==> src/rtl/seq_pkg.sv <==
// Shared definitions for the parametrised sequence detector: one-hot state
// encoding and the counter-width helper.
package seq_pkg;

  typedef logic [2:0] state_t;

  localparam state_t ST_IDLE   = 3'b001;
  localparam state_t ST_LOAD   = 3'b010;
  localparam state_t ST_DETECT = 3'b100;

  // Width able to hold the values 0..n inclusive.
  function automatic int unsigned cnt_width(input int unsigned n);
    return $clog2(n + 1);
  endfunction

endpackage : seq_pkg

==> src/rtl/sat_counter.sv <==
// Saturating up-counter: increments on inc, holds at all-ones.
// Ports: clk, rst_n (async active-low), inc (count enable), q (count).
module sat_counter #(
  parameter int unsigned W = 8
) (
  input  logic         clk,
  input  logic         rst_n,
  input  logic         inc,
  output logic [W-1:0] q
);

  always_ff @(posedge clk or negedge rst_n) begin
    if (!rst_n) begin
      q <= '0;
    end else if (inc && (q != {W{1'b1}})) begin
      q <= q + W'(1);
    end
  end

endmodule : sat_counter

==> src/rtl/seq_detect_param.sv <==
// Parametrised serial pattern detector for the de-stuffed CAN bit stream.
// A pattern is loaded serially (LSB first), then compared against a sliding
// window of valid input bits under a per-bit care mask.
// Ports: clk, rst_n (async active-low); load starts a pattern load; din and
// din_valid carry the serial stream; care_mask selects compared bits;
// overlap_en allows overlapping matches; pat_vld/busy report load status;
// dout is a one-cycle match pulse; match_cnt is a saturating match count.
module seq_detect_param
  import seq_pkg::*;
#(
  parameter int unsigned SEQ_LEN = 8,
  parameter int unsigned CNT_W   = 8
) (
  input  logic               clk,
  input  logic               rst_n,
  input  logic               load,
  input  logic               din,
  input  logic               din_valid,
  input  logic [SEQ_LEN-1:0] care_mask,
  input  logic               overlap_en,
  output logic               pat_vld,
  output logic               busy,
  output logic               dout,
  output logic [CNT_W-1:0]   match_cnt
);

  localparam int unsigned IW = cnt_width(SEQ_LEN);
  localparam logic [IW-1:0] FULL = IW'(SEQ_LEN);
  localparam logic [IW-1:0] LAST = IW'(SEQ_LEN - 1);

  state_t             state, state_n;
  logic [SEQ_LEN-1:0] pattern, pattern_n;
  logic [SEQ_LEN-1:0] history, history_n;
  logic [IW-1:0]      idx, idx_n;
  logic [IW-1:0]      fill, fill_n;
  logic               pat_vld_n, busy_n, dout_n;
  logic               match_inc;

  logic [SEQ_LEN-1:0] hist_sh;
  logic [IW-1:0]      fill_sh;
  logic [SEQ_LEN-1:0] idx_bit;

  // State and registered outputs.
  always_ff @(posedge clk or negedge rst_n) begin
    if (!rst_n) begin
      state   <= ST_IDLE;
      pattern <= '0;
      history <= '0;
      idx     <= '0;
      fill    <= '0;
      pat_vld <= 1'b0;
      busy    <= 1'b0;
      dout    <= 1'b0;
    end else begin
      state   <= state_n;
      pattern <= pattern_n;
      history <= history_n;
      idx     <= idx_n;
      fill    <= fill_n;
      pat_vld <= pat_vld_n;
      busy    <= busy_n;
      dout    <= dout_n;
    end
  end

  // Next-state, pattern load and match evaluation on the post-shift window.
  always_comb begin
    state_n   = state;
    pattern_n = pattern;
    history_n = history;
    idx_n     = idx;
    fill_n    = fill;
    pat_vld_n = pat_vld;
    busy_n    = busy;
    dout_n    = 1'b0;
    match_inc = 1'b0;

    hist_sh = {din, history[SEQ_LEN-1:1]};
    fill_sh = (fill == FULL) ? fill : fill + IW'(1);
    idx_bit = SEQ_LEN'(1) << idx;

    unique case (state)
      ST_IDLE: begin
        if (load) begin
          state_n   = ST_LOAD;
          pat_vld_n = 1'b0;
          busy_n    = 1'b1;
          idx_n     = '0;
        end
      end

      ST_LOAD: begin
        if (din_valid) begin
          // Write via a one-hot mask so idx never needs narrowing.
          pattern_n = din ? (pattern | idx_bit) : (pattern & ~idx_bit);
          if (idx == LAST) begin
            state_n   = ST_DETECT;
            pat_vld_n = 1'b1;
            busy_n    = 1'b0;
            idx_n     = '0;
            fill_n    = '0;
            history_n = '0;
          end else begin
            idx_n = idx + IW'(1);
          end
        end
      end

      ST_DETECT: begin
        // A load wins over a bit arriving in the same cycle.
        if (load) begin
          state_n   = ST_LOAD;
          pat_vld_n = 1'b0;
          busy_n    = 1'b1;
          idx_n     = '0;
        end else if (din_valid) begin
          history_n = hist_sh;
          fill_n    = fill_sh;
          if ((fill_sh == FULL) && (((hist_sh ^ pattern) & care_mask) == '0)) begin
            dout_n    = 1'b1;
            match_inc = 1'b1;
            if (!overlap_en) begin
              fill_n = '0;
            end
          end
        end
      end

      default: begin
        state_n = ST_IDLE;
      end
    endcase
  end

  sat_counter #(
    .W (CNT_W)
  ) u_match_cnt (
    .clk   (clk),
    .rst_n (rst_n),
    .inc   (match_inc),
    .q     (match_cnt)
  );

endmodule : seq_detect_param

==> config.mk <==
export PLATFORM = sky130hd
export DESIGN_NAME = seq_detect_param
export DESIGN_NICKNAME = d
export VERILOG_FILES = /design/src/rtl/seq_pkg.sv /design/src/rtl/sat_counter.sv /design/src/rtl/seq_detect_param.sv
export SDC_FILE = /design/constraint.sdc
export NUM_CORES = 1
export LEC_CHECK = 0
export ABC_AREA = 1
export CORE_AREA = 2 2 83 85
export DETAILED_ROUTE_END_ITERATION = 8
export DIE_AREA = 0 0 85 87
export GPL_TIMING_DRIVEN = 0
export PLACE_DENSITY = 0.59
export RECOVER_POWER = 50
export SYNTH_ARGS = -nofsm -noshare
export SYNTH_HDL_FRONTEND = slang
export SYNTH_HIERARCHICAL = 1
export SYNTH_SLANG_ARGS = --single-unit
==> constraint.sdc <==
create_clock -name clk -period 2.8 [get_ports clk]
set_clock_uncertainty 0.1 [all_clocks]
set_input_delay 0.42 -clock clk [delete_from_list [all_inputs] [get_ports clk]]
set_output_delay 0.42 -clock clk [all_outputs]
set_load 0.02 [all_outputs]
==> results.sh <==
export IMPL_status="finished with violations"
export IMPL_violations="max-capacitance violations, max-slew violations"
export IMPL_cts_sinks=37
export IMPL_place_congestion=0.775
export IMPL_min_delay_start="pat_vld"
export IMPL_synth_compound_area_share_pct=10.8
export IMPL_die_w_um=85
export IMPL_path_clk_slew_ns=0.07
export IMPL_vias=1711
export IMPL_synth_simple_area_share_pct=31.7
export IMPL_grt_max_degree=38
export IMPL_fin_ws_ns=0.523
export IMPL_die_y_um=87
export IMPL_tightest_slew_ns=2.03
export IMPL_placedCellCount=370
export IMPL_fin_cells=378
export IMPL_rsz0062_at_grt="false"
export IMPL_multi_input_comb_area_sq_um=1060
export IMPL_cap_violations=1
export IMPL_final_setup_tns_ns=0
export IMPL_clkLatencyLatePin_ns=0.29
export IMPL_insertedDiodeCount=0
export IMPL_cts_hold_buffers=0
export IMPL_hold_depth=2
export IMPL_viasPerCell=4.53
export IMPL_synth_cell_area_sq_um=2170
export IMPL_synth_fa_ha_area_share_pct=5.18
export IMPL_place_area_sq_um=2510
export IMPL_slew_limit_headroom_pct=-35.4
export IMPL_drt_total_wl_um=4170
export IMPL_cts_path_max_buffers=2
export IMPL_cp_end_kind="flop"
export IMPL_final_area_sq_um=2580
export IMPL_seqCellArea_sq_um=927
export IMPL_hold_violations=0
export IMPL_synthMuxAreaShare_pct=0
export IMPL_p_leak_nw=1.19
export IMPL_utilization_pct=39.3
export IMPL_vdd_drop_max_mv=0.438
export IMPL_grt_pass1_vias=1569
export IMPL_synth_common_cells="78 x nand2_1, 36 x dfrtp_1, 28 x inv_1"
export IMPL_io_buffers=24
export IMPL_cp_required_ns=2.88
export IMPL_globalRoute_totalOverflow=0
export IMPL_start_util_pct=33.1
export IMPL_cp_start_kind="flop"
export IMPL_root_buffer="clkbuf_8"
export IMPL_post_cts_buffers=0
export IMPL_cts_repair_resized=0
export IMPL_crit_start="idx[0]"
export IMPL_firstDrtPassIters=4
export IMPL_nFillCells=653
export IMPL_r2r_start="idx[0]"
export IMPL_fin_crit_ns=2.28
export IMPL_std_cell_rows=30
export IMPL_cp_max_fo=10
export IMPL_synth_xor_area_share_pct=1.21
export IMPL_cts_htree_levels=2
export IMPL_yosysSeqAreaShare_pct=42.7
export IMPL_power_mw=1.98
export IMPL_dp_hpwl_um=3130
export IMPL_critical_path_arrival_ns=2.36
export IMPL_syn_num_nets=289
export IMPL_pin_count=25
export IMPL_dp_slack_ns=0.248
export IMPL_yosysWarningCount=6
export IMPL_nets=320
export IMPL_drive_above_1_share_pct=17.4
export IMPL_drt_wirelength_per_cell_um=11.0
export IMPL_yosys_area_top_type_share_pct=41.5
export IMPL_synth_seq_cells=37
export IMPL_area_growth_pct=19.0
export IMPL_synth_ff_type="dfrtp_1"
export IMPL_synthArstFlopShare_pct=100
export IMPL_antenna_found_initial=0
export IMPL_cts_tree="built"
export IMPL_clock_fmax_mhz=439
export IMPL_drc_errors=0
export IMPL_synth_area_top_cells="dfrtp_1 41%, nand2_1 13%, nand3_1 5.3%"
export IMPL_synth_most_common_cell="nand2_1"
export IMPL_drt_iter0_markers=68
export IMPL_synth_largest_area_cell="dfrtp_1"
export IMPL_syn_area_per_cell_sq_um=8.17
export IMPL_path_class="flop to flop"
export IMPL_hold_path_class="flop to flop"
export IMPL_syn_inst=266
export IMPL_reg2regPathDepth=13
export IMPL_setup_viol=0
export IMPL_grt_pass1_wl_um=7130
export IMPL_core_sq_um=6570
export IMPL_yosysUniqueCellTypes=32
export IMPL_die_area_sq_um=7400
export IMPL_antenna_left=0
export IMPL_power_density_nw_per_um2=764
export IMPL_synth_edf_count=0
export IMPL_finalCritPeriodShare_pct=81.3
export IMPL_synth_top_family_by_area="simple AND/OR/NAND/NOR gates"
export IMPL_numCtsBuffers=5
export IMPL_grt_use_total_pct=12.2
export IMPL_whs_ns=0.375
export IMPL_slew_violations=38
[cells in the final DEF, fill, tap and decap left out, types with 2 or more instances in the layout]
| master | synthesis | routed |
|---|---|---|
| a21oi_1 | 2 | 2 |
| clkbuf_1 | 0 | 2 |
| clkbuf_8 | 0 | 5 |
| clkdlybuf4s50_1 | 0 | 22 |
| clkinv_2 | 1 | 3 |
| dfrtp_1 | 36 | 36 |
| ha_1 | 9 | 9 |
| inv_1 | 28 | 29 |
| inv_2 | 13 | 12 |
| nand2_1 | 78 | 79 |
| nand2_2 | 7 | 6 |
| nand2_4 | 2 | 2 |
| nand3_1 | 23 | 23 |
| nand4_1 | 6 | 6 |
| nor2_1 | 12 | 13 |
| nor2_2 | 3 | 2 |
| nor2_4 | 4 | 4 |
| o21ai_0 | 3 | 4 |
| o21ai_1 | 13 | 12 |
| o21ai_2 | 2 | 2 |
| o22ai_2 | 9 | 9 |
| xor2_1 | 2 | 2 |
[critical path, cell delays in order, from the launching register on]
cell and delay [ns]:
dfrtp_1 0.43, ha_1 0.23, nand2_1 0.12, nand2_4 0.09
nand2_2 0.06, nor2_4 0.11, nand2_2 0.07, buf_6 0.15
nor2_2 0.32, nand2_1 0.12, nor2_2 0.16, nand3_1 0.09
nand2_1 0.07, nand2_1 0.05
[worst paths after layout]
check / endpoint / slack (ns)
setup reg to reg: u_match_cnt/q[7] / 0.52
max in group asynchronous: u_match_cnt/q[5] / 0.84
min in group asynchronous: u_match_cnt/q[7] / 0.60
setup / recovery: u_match_cnt/q[7] / 0.52
hold / removal: pat_vld / 0.37
hold reg to reg: pat_vld / 0.37
[kinds of logic after synthesis]
group	after synthesis
buffers and inverters	45
flip-flops	37
AO/OA/AOI/OAI	31
AND/OR/NAND/NOR	141
XOR/XNOR	3
adder cells (fa/ha/maj)	9
[layout make-up]
class	instances	share of cell area [%]
Tap cell	80	3.87
Inverter	43	6.39
Multi-Input combinational cell	184	40.9
Buffer	2	0.726
Clock inverter	2	0.387
Sequential cell	37	35.9
Timing Repair Buffer	24	9.06
Clock buffer	6	2.81
[power breakdown]
| part | switching, mW | internal [mW] |
|---|---|---|
| clock network | 0.188 | 0.172 |
| logic | 0.477 | 0.323 |
| registers | 0.127 | 0.688 |
| total | 0.791 | 1.18 |
[per-layer routing]
| layer | global-route usage (%) | wire [um] |
|---|---|---|
| met5 | 0 | 0 |
| met4 | 3.46 | 48 |
| met3 | 4.08 | 196 |
| met2 | 20.5 | 1920 |
| met1 | 15.1 | 2010 |
No activity file was read; power rests on OpenSTA's default activity.
